==> src/rtl/proc_datapath_if.sv <==
// Control/status bundle between the 16-bit processor controller (master) and its
// execution datapath (slave). Signal names match the controller's control word.
interface proc_datapath_if #(
    parameter int PC_W = 7
);
    // controller -> datapath strobes and addresses
    logic            PC_clr;
    logic            PC_up;
    logic            IR_Id;
    logic [7:0]      D_addr;
    logic            D_wr;
    logic            RF_s;
    logic [3:0]      RF_W_addr;
    logic            RF_W_en;
    logic [3:0]      RF_Ra_addr;
    logic [3:0]      RF_Rb_addr;
    logic [2:0]      ALU_s0;

    // instruction ROM return path and data-memory preload port
    logic [15:0]     I_data;
    logic            dbg_wr;
    logic [7:0]      dbg_addr;
    logic [15:0]     dbg_data;

    // datapath -> controller / ROM
    logic [PC_W-1:0] I_addr;
    logic [15:0]     IR;
    logic [15:0]     Ra_data;
    logic [15:0]     Rb_data;
    logic [15:0]     ALU_out;
    logic            ALU_zero;
    logic [15:0]     R_data;

    modport master (
        output PC_clr, PC_up, IR_Id, D_addr, D_wr, RF_s, RF_W_addr, RF_W_en,
               RF_Ra_addr, RF_Rb_addr, ALU_s0, I_data, dbg_wr, dbg_addr, dbg_data,
        input  I_addr, IR, Ra_data, Rb_data, ALU_out, ALU_zero, R_data
    );

    modport slave (
        input  PC_clr, PC_up, IR_Id, D_addr, D_wr, RF_s, RF_W_addr, RF_W_en,
               RF_Ra_addr, RF_Rb_addr, ALU_s0, I_data, dbg_wr, dbg_addr, dbg_data,
        output I_addr, IR, Ra_data, Rb_data, ALU_out, ALU_zero, R_data
    );
endinterface

==> src/rtl/proc_datapath.sv <==
// Execution datapath: PC, IR, 16x16 register file, 256x16 data memory and ALU.
// Purely strobe-driven; every state change is commanded by the controller.
module proc_datapath #(
    parameter int PC_W = 7
) (
    input  logic          clk,
    input  logic          Reset,
    proc_datapath_if.slave bus
);

    localparam int RF_N  = 16;
    localparam int MEM_N = 256;

    // ------------------------------------------------------------------
    // Program counter and instruction register
    // ------------------------------------------------------------------
    logic [PC_W-1:0] pc_q, pc_d;
    logic [15:0]     ir_q, ir_d;

    always_comb begin
        pc_d = pc_q;
        if (bus.PC_clr) begin
            pc_d = '0;
        end else if (bus.PC_up) begin
            pc_d = pc_q + PC_W'(1);
        end
    end

    // I_data is the ROM word at the current (pre-increment) PC.
    always_comb begin
        ir_d = ir_q;
        if (bus.IR_Id) begin
            ir_d = bus.I_data;
        end
    end

    always_ff @(posedge clk) begin
        if (Reset) begin
            pc_q <= '0;
            ir_q <= '0;
        end else begin
            pc_q <= pc_d;
            ir_q <= ir_d;
        end
    end

    assign bus.I_addr = pc_q;
    assign bus.IR     = ir_q;

    // ------------------------------------------------------------------
    // Register file: asynchronous reads, no write-to-read bypass
    // ------------------------------------------------------------------
    logic [15:0]     rf_q [RF_N];
    logic [RF_N-1:0] rf_we;
    logic [15:0]     rf_wdata;
    logic [15:0]     alu_result;
    logic [15:0]     rdata_q;

    assign rf_wdata = bus.RF_s ? rdata_q : alu_result;

    genvar gi;
    generate
        for (gi = 0; gi < RF_N; gi++) begin : g_rf_we
            assign rf_we[gi] = bus.RF_W_en && (bus.RF_W_addr == 4'(gi));
        end
    endgenerate

    always_ff @(posedge clk) begin
        for (int i = 0; i < RF_N; i++) begin
            if (Reset) begin
                rf_q[i] <= '0;
            end else if (rf_we[i]) begin
                rf_q[i] <= rf_wdata;
            end
        end
    end

    assign bus.Ra_data = rf_q[bus.RF_Ra_addr];
    assign bus.Rb_data = rf_q[bus.RF_Rb_addr];

    // ------------------------------------------------------------------
    // Data memory: synchronous read, old data on read-during-write
    // ------------------------------------------------------------------
    logic [15:0] mem_q [MEM_N];
    logic        mem_we;
    logic [7:0]  mem_waddr;
    logic [15:0] mem_wdata;

    // A datapath store beats the preload port; both are blocked during Reset.
    always_comb begin
        mem_we    = 1'b0;
        mem_waddr = bus.D_addr;
        mem_wdata = bus.Ra_data;
        if (!Reset) begin
            if (bus.D_wr) begin
                mem_we = 1'b1;
            end else if (bus.dbg_wr) begin
                mem_we    = 1'b1;
                mem_waddr = bus.dbg_addr;
                mem_wdata = bus.dbg_data;
            end
        end
    end

    always_ff @(posedge clk) begin
        if (mem_we) begin
            mem_q[mem_waddr] <= mem_wdata;
        end
    end

    always_ff @(posedge clk) begin
        if (Reset) begin
            rdata_q <= '0;
        end else begin
            rdata_q <= mem_q[bus.D_addr];
        end
    end

    assign bus.R_data = rdata_q;

    // ------------------------------------------------------------------
    // ALU
    // ------------------------------------------------------------------
    logic [15:0] alu_a, alu_b;

    assign alu_a = bus.Ra_data;
    assign alu_b = bus.Rb_data;

    always_comb begin
        alu_result = '0;
        case (bus.ALU_s0)
            3'b000:  alu_result = '0;
            3'b001:  alu_result = alu_a + alu_b;
            3'b010:  alu_result = alu_a - alu_b;
            3'b011:  alu_result = alu_a;
            3'b100:  alu_result = alu_a & alu_b;
            3'b101:  alu_result = alu_a | alu_b;
            3'b110:  alu_result = alu_a ^ alu_b;
            default: alu_result = ~alu_a;
        endcase
    end

    assign bus.ALU_out  = alu_result;
    assign bus.ALU_zero = (alu_result == 16'h0000);

endmodule

==> src/flat_wrapper.sv <==
// flat-port wrapper written by rule: the top's interface ports become plain ports
module proc_datapath_flat 
#(
    parameter int PC_W = 7
)
  (clk, Reset, bus_PC_clr, bus_PC_up, bus_IR_Id, bus_D_addr, bus_D_wr, bus_RF_s, bus_RF_W_addr, bus_RF_W_en, bus_RF_Ra_addr, bus_RF_Rb_addr, bus_ALU_s0, bus_I_data, bus_dbg_wr, bus_dbg_addr, bus_dbg_data, bus_I_addr, bus_IR, bus_Ra_data, bus_Rb_data, bus_ALU_out, bus_ALU_zero, bus_R_data);
  proc_datapath_if #(.PC_W(PC_W)) bus_i ();
  input  logic clk;
  input  logic Reset;
  input wire logic [$bits(bus_i.PC_clr)-1:0] bus_PC_clr;
  input wire logic [$bits(bus_i.PC_up)-1:0] bus_PC_up;
  input wire logic [$bits(bus_i.IR_Id)-1:0] bus_IR_Id;
  input wire logic [$bits(bus_i.D_addr)-1:0] bus_D_addr;
  input wire logic [$bits(bus_i.D_wr)-1:0] bus_D_wr;
  input wire logic [$bits(bus_i.RF_s)-1:0] bus_RF_s;
  input wire logic [$bits(bus_i.RF_W_addr)-1:0] bus_RF_W_addr;
  input wire logic [$bits(bus_i.RF_W_en)-1:0] bus_RF_W_en;
  input wire logic [$bits(bus_i.RF_Ra_addr)-1:0] bus_RF_Ra_addr;
  input wire logic [$bits(bus_i.RF_Rb_addr)-1:0] bus_RF_Rb_addr;
  input wire logic [$bits(bus_i.ALU_s0)-1:0] bus_ALU_s0;
  input wire logic [$bits(bus_i.I_data)-1:0] bus_I_data;
  input wire logic [$bits(bus_i.dbg_wr)-1:0] bus_dbg_wr;
  input wire logic [$bits(bus_i.dbg_addr)-1:0] bus_dbg_addr;
  input wire logic [$bits(bus_i.dbg_data)-1:0] bus_dbg_data;
  output wire logic [$bits(bus_i.I_addr)-1:0] bus_I_addr;
  output wire logic [$bits(bus_i.IR)-1:0] bus_IR;
  output wire logic [$bits(bus_i.Ra_data)-1:0] bus_Ra_data;
  output wire logic [$bits(bus_i.Rb_data)-1:0] bus_Rb_data;
  output wire logic [$bits(bus_i.ALU_out)-1:0] bus_ALU_out;
  output wire logic [$bits(bus_i.ALU_zero)-1:0] bus_ALU_zero;
  output wire logic [$bits(bus_i.R_data)-1:0] bus_R_data;
  assign bus_i.PC_clr = bus_PC_clr;
  assign bus_i.PC_up = bus_PC_up;
  assign bus_i.IR_Id = bus_IR_Id;
  assign bus_i.D_addr = bus_D_addr;
  assign bus_i.D_wr = bus_D_wr;
  assign bus_i.RF_s = bus_RF_s;
  assign bus_i.RF_W_addr = bus_RF_W_addr;
  assign bus_i.RF_W_en = bus_RF_W_en;
  assign bus_i.RF_Ra_addr = bus_RF_Ra_addr;
  assign bus_i.RF_Rb_addr = bus_RF_Rb_addr;
  assign bus_i.ALU_s0 = bus_ALU_s0;
  assign bus_i.I_data = bus_I_data;
  assign bus_i.dbg_wr = bus_dbg_wr;
  assign bus_i.dbg_addr = bus_dbg_addr;
  assign bus_i.dbg_data = bus_dbg_data;
  assign bus_I_addr = bus_i.I_addr;
  assign bus_IR = bus_i.IR;
  assign bus_Ra_data = bus_i.Ra_data;
  assign bus_Rb_data = bus_i.Rb_data;
  assign bus_ALU_out = bus_i.ALU_out;
  assign bus_ALU_zero = bus_i.ALU_zero;
  assign bus_R_data = bus_i.R_data;
  proc_datapath #(.PC_W(PC_W)) u_core (.clk(clk), .Reset(Reset), .bus(bus_i));
endmodule
==> config.mk <==
export PLATFORM = sky130hd
export DESIGN_NAME = proc_datapath_flat
export DESIGN_NICKNAME = d
export VERILOG_FILES = /design/src/rtl/proc_datapath_if.sv /design/src/rtl/proc_datapath.sv /design/src/flat_wrapper.sv
export SDC_FILE = /design/constraint.sdc
export NUM_CORES = 2
export LEC_CHECK = 0
export ABC_AREA = 1
export CAP_MARGIN = 20
export CORE_MARGIN = 10
export CORE_UTILIZATION = 45
export CTS_CLUSTER_DIAMETER = 80
export DETAILED_ROUTE_END_ITERATION = 12
export HOLD_SLACK_MARGIN = 0.02
export PLACE_DENSITY = 0.66
export SLEW_MARGIN = 20
export SYNTH_ARGS = -nofsm -noshare
export SYNTH_HDL_FRONTEND = slang
export SYNTH_MEMORY_MAX_BITS = 65536
export SYNTH_SLANG_ARGS = --single-unit
==> constraint.sdc <==
create_clock -name clk -period 13.96 [get_ports clk]
set_input_delay 1.396 -clock clk [delete_from_list [all_inputs] [get_ports clk]]
set_output_delay 1.396 -clock clk [all_outputs]
set_load 0.01 [all_outputs]
## Word-level counts from Yosys, hierarchy flattened

Memory sizes are Yosys's and may differ from the RTL's. A register that Yosys moved wholly into a read port is not among the register bits.
Index checks and enable logic that the tools add are counted.
W data, S select, Z words.

- Memory bits (read-only): 0
- Bits in registers: 23
- Output and inout bits: 88
- Memory bits (writable): 4352
- Latch bits: 0
- Word-level logic and storage cells: 147
- Input port bits: 72
- Memories: 2

Memory list:

| name | words | bits a word | read ports | clocked after Yosys merged registers in | write ports | RTL line | source |
|---|---|---|---|---|---|---|---|
| u_core.mem_q | 256 | 16 | 1 | 1 | 1 | proc_datapath.sv:84 | `logic [15:0] mem_q [MEM_N];` |
| u_core.rf_q | 16 | 16 | 2 | 0 | 16 | proc_datapath.sv:53 | `logic [15:0] rf_q [RF_N];` |

- Order comparisons: 0
- Divide/modulo/power cells: 0
- Mux-type cells: 79
- $mul: 0
- Equal/unequal tests: 21
- Reduce and logical (&&, ||, !) cells: 20
- Shift-type cells: 0
- Bitwise operators: 20
- Add/subtract/negate cells: 3

Operator list:

| cell | number |
|---|---|
| $mux W16 | 20 |
| $pmux W16 S7 | 1 |
| $mux W1 | 55 |
| $eq A4 B4 Y1 const B | 8 |
| $mux W8 | 3 |
| $add A16 B16 Y16 | 1 |
| $and A16 B16 Y16 | 1 |
| $eq A4 B3 Y1 const B | 4 |
| $logic_and A1 B1 Y1 | 16 |
| $logic_not A16 Y1 | 1 |
| $not A16 Y16 | 1 |
| $or A1 B1 Y1 | 16 |
| $or A16 B16 Y16 | 1 |
| $sub A16 B16 Y16 | 1 |
| $xor A16 B16 Y16 | 1 |
| $eq A3 B3 Y1 const B | 3 |
| $eq A4 B2 Y1 const B | 2 |
| $add A7 B1 Y7 const B | 1 |
| $eq A3 B2 Y1 const B | 2 |
| $eq A4 B1 Y1 const B | 1 |
| $logic_not A4 Y1 | 1 |
| $eq A3 B1 Y1 const B | 1 |
| $logic_not A3 Y1 | 1 |
| $reduce_or A2 Y1 | 1 |

## Longest topological paths before layout

- Depth in word-level cells: 6
- Gate-level depth with buffers: 33
- Depth with buffers taken out: 30

## Worst setup path after synthesis

No wires, ideal clock.

- Path kind: input-to-reg
- Start: input port bus_RF_Ra_addr[0]
- End: memory u_core.mem_q[0][7] (data pin)
- Stages on the path: 10
- Slack: 3003 ps
- Data required time: 12381 ps
- Arrival: 9378 ps
- Cell sequence: buf_4 buf_2 buf_2 a21oi_1 o21ai_0 o21ai_0 o221ai_1 nand2_1 inv_1 a21oi_1

- Word-level cells in the longest chain between the ends: 4

RTL lines:

| what | RTL line | source |
|---|---|---|
| start, declared | flat_wrapper.sv:18 | `input wire logic [$bits(bus_i.RF_Ra_addr)-1:0] bus_RF_Ra_addr;` |
| $mem_v2 Z16 W16 * | -- |  |
| named net bus_Ra_data[7] | flat_wrapper.sv:27 | `output wire logic [$bits(bus_i.Ra_data)-1:0] bus_Ra_data;` |
| $mux W16 | proc_datapath.sv:97 | `end else if (bus.dbg_wr) begin` |
| $mux W16 | proc_datapath.sv:95 | `if (bus.D_wr) begin` |
| $mux W16 * | proc_datapath.sv:94 | `if (!Reset) begin` |
| named net u_core.mem_wdata[7] | proc_datapath.sv:87 | `logic [15:0] mem_wdata;` |
| end, declared | proc_datapath.sv:84 |  |

Mark *: on every way through the listed nets, which the timed path passes. The rest lies on a longest branch.

## Worst setup path in the final report

- Start: input port bus_RF_Rb_addr[1]
- End: output port bus_ALU_zero

- Word-level cells in the longest chain between the ends: 4
- Elaborated cells on any way between the ends: 8

RTL lines:

| what | RTL line | source |
|---|---|---|
| start, declared | flat_wrapper.sv:19 | `input wire logic [$bits(bus_i.RF_Rb_addr)-1:0] bus_RF_Rb_addr;` |
| $mem_v2 Z16 W16 * | -- |  |
| $sub A16 B16 Y16, or another cell as far along | proc_datapath.sv:134 | `3'b010: alu_result = alu_a - alu_b;` |
| $pmux W16 S7 * | proc_datapath.sv:131 | `case (bus.ALU_s0)` |
| $logic_not A16 Y1 * | proc_datapath.sv:144 | `assign bus.ALU_zero = (alu_result == 16'h0000);` |
| end, declared | flat_wrapper.sv:30 | `output wire logic [$bits(bus_i.ALU_zero)-1:0] bus_ALU_zero;` |

Every way passes the cells marked *; elsewhere a longest branch is shown, timed or not.

==> metrics.txt <==
Overflow after GRT 0; Residual DRC 0; initial antenna violation count 15; Slew Viols, Final 0; first-pass GRT wire length 786000 µm; fillers 33600; M2 GR Usage 37.7%; Final period util 65.2%; Fmax about 110 MHz; CTS Buffer Depth 4; largest cells by area after synthesis edfxtp_1 73%, o21ai_0 6.6%, nor2_1 5.9%, o22ai_1 3.9%, nand2_1 2.7%; final clock skew 0.0912 ns; Seq/Total Area, Yosys around three quarters; Async S/R FF share, synth 0%; final setup margin just under 5 ns; vias in the first global route 113000; post-CTS sizing 0; min-delay worst type flop to flop; clock sink count 4391; H-tree Lvls 5; Via-to-Cell Ratio about 6; WP data arrival 7.71 ns; status finished clean; CP max stage delay 0.81 ns; Layout Area Growth over Synthesis 12.2%; Post-Syn Instances approximately 15000; Yosys warning count 0; First DRT Iteration DRCs roughly 17000; Post-CTS Hold Fix Bufs 0; Rows 231; RSZ-0062 raised after global routing false; Post-Syn Area per Cell 12.1 µm²; setup bufs post-CTS 0; routability cong. around 0.92; count leader, synth edfxtp_1; largest net degree at the start of global routing 218; pwr/cell area 144 nW/µm²; Max Cap Violations 0; Max-Slew Margin vs Limit 16.9%; Critical-path top delay cell o41ai_1; DIE AREA approximately 420000 µm²; endpoints failing hold 0; fin cells 20400; CP max FO 51; critical path class primary input to primary output; Clock transition at path regs 0.06 ns; GR Util met3 around 4.6%; GR Util met1 approximately a third; port buffer count 159; Total Routing Usage GR approximately a quarter; setup slack at placement ~4.9 ns; final wirelength 545000 µm; Clock Latency Late Sink 1.05 ns; core area ~400000 µm²; layer with the highest usage met2; Reg2Reg Depth 25; Antenna Nets Post-Route 0; cell taking the most area after synthesis edfxtp_1; crit end category primary output; synthesized net count 14900; root buf cell clkbuf_16; DR pass1 iterations 9; Detail Placement HPWL 304000 µm; Cell variety after synth slightly below 50; Worst path most repeated cell nand2_1; layout cells sized above 1 7.73%; #FFs+latches synth between 4000 and 5000; hold path cells 2; Mapped Area 180000 µm²; Final Net Count 14900; Pleak 65.7 nW; TNS Setup 0 ns; EDFF count, synth ~4400; post-synth top area share roughly 73%; Req. time, crit path 12.56 ns; starting density of the core between 40% and 50%; Chip Height 652 µm; total number of vias 123000; top cells by count, synth 4352 x edfxtp_1, 2841 x nor2_1, 2368 x o21ai_0, 1295 x nand2_1, 1123 x o22ai_1; CTS tree yes; final setup vio count 0; Main synth FF type edfxtp_1; DP Cell Count 19600; TritonCTS buffer count 437; WL/cell 26.7 µm; peak supply drop 0.116 mV; worst slew pin tran 1.25 ns; min Tclk post-route 9.11 ns; Critical Path Start Type primary input; Die W 652 µm; io pins 160
-- where the power goes --
part / internal, W / total (W) / leakage [nW] / switching, W
logic: 0.000551 / 0.00252 / 19.0 / 0.00196
registers: 0.0149 / 0.0149 / 39.9 / 0.0000380
clock network: 0.00642 / 0.0115 / 6.78 / 0.00510
-- worst max-delay path: cells and delay by family --
kind | cells | cell delay [ns]
and+or+nand+nor | 10 | 1.49
buffers and inverters | 7 | 2.22
adders and majority gates | 2 | 0.49
AOI/OAI and AO/OA | 7 | 1.84
xor gates and xnor gates | 1 | 0.18
-- cell type report --
class / count / area, µm² / area share, %
clock inverters: 258 / 2540 / 1.26
multi-input cells: 9016 / 42600 / 21.2
well taps: 5242 / 6560 / 3.26
repair buffers: 617 / 5480 / 2.72
diodes: 12 / 30.0 / 0.0149
clock buffers: 548 / 11400 / 5.68
inverters: 312 / 1210 / 0.599
flip-flops and latches: 4391 / 131000 / 65.3
-- final timing paths --
check	startpoint	to	slack, ns
setup / recovery	bus_RF_Rb_addr[1]	bus_ALU_zero	4.85
hold / removal	u_core.bus.IR[5]	u_core.bus.IR[5]	0.50
setup reg to reg	u_core.rf_q[6][1]	u_core.rf_q[2][13]	8.09
hold reg to reg	u_core.bus.IR[5]	u_core.bus.IR[5]	0.50
-- through the flow --
step	cell area, µm²	hold WS [ns]	util (%)	total power (W)
global route	201000	0.531	50.8	0.0297
global placement	187000	0.478	47.2	0.0176
finish	201000	0.500	50.8	0.0289
floorplan	180000	0.530	-	0.0167
CTS	201000	0.505	50.7	0.0290
detailed placement	187000	0.489	47.2	0.0176
-- cells in the final DEF, fill, tap and decap left out, drive strengths merged, types with 252 or more instances in the layout --
cell	n
a21oi	252
clkbuf	548
nor2	2853
buf	469
nand2	1298
inv	323
o21ai	2381
edfxtp	4352
o22ai	1123
nand3	777
-- flip-flops by register name, indices dropped and copies added, names as in the netlist --
name,cells
u_core.bus.I_addr,7
u_core.bus.R_data,16
u_core.mem_q,4096
u_core.rf_q,256
u_core.bus.IR,16
-- cell families after synthesis --
logic type | Yosys count | share of synthesized area [%]
muxes | 2 | 0.0132
adders and majority gates | 51 | 0.360
xor gates and xnor gates | 15 | 0.0732
DFF | 4391 | 73.2
buffers and inverters | 1407 | 3.17
and+or+nand+nor | 5030 | 11.2
AOI/OAI and AO/OA | 3918 | 11.9
-- layer usage --
layer  part of all wire, %  up-vias
met2                    45     6964
li1                      -    54100
met1                    39    60700
met5                0.0084        -
met3                    10     1123
met4                   5.2        6
Note: power is estimated with default switching activity, not from simulation.
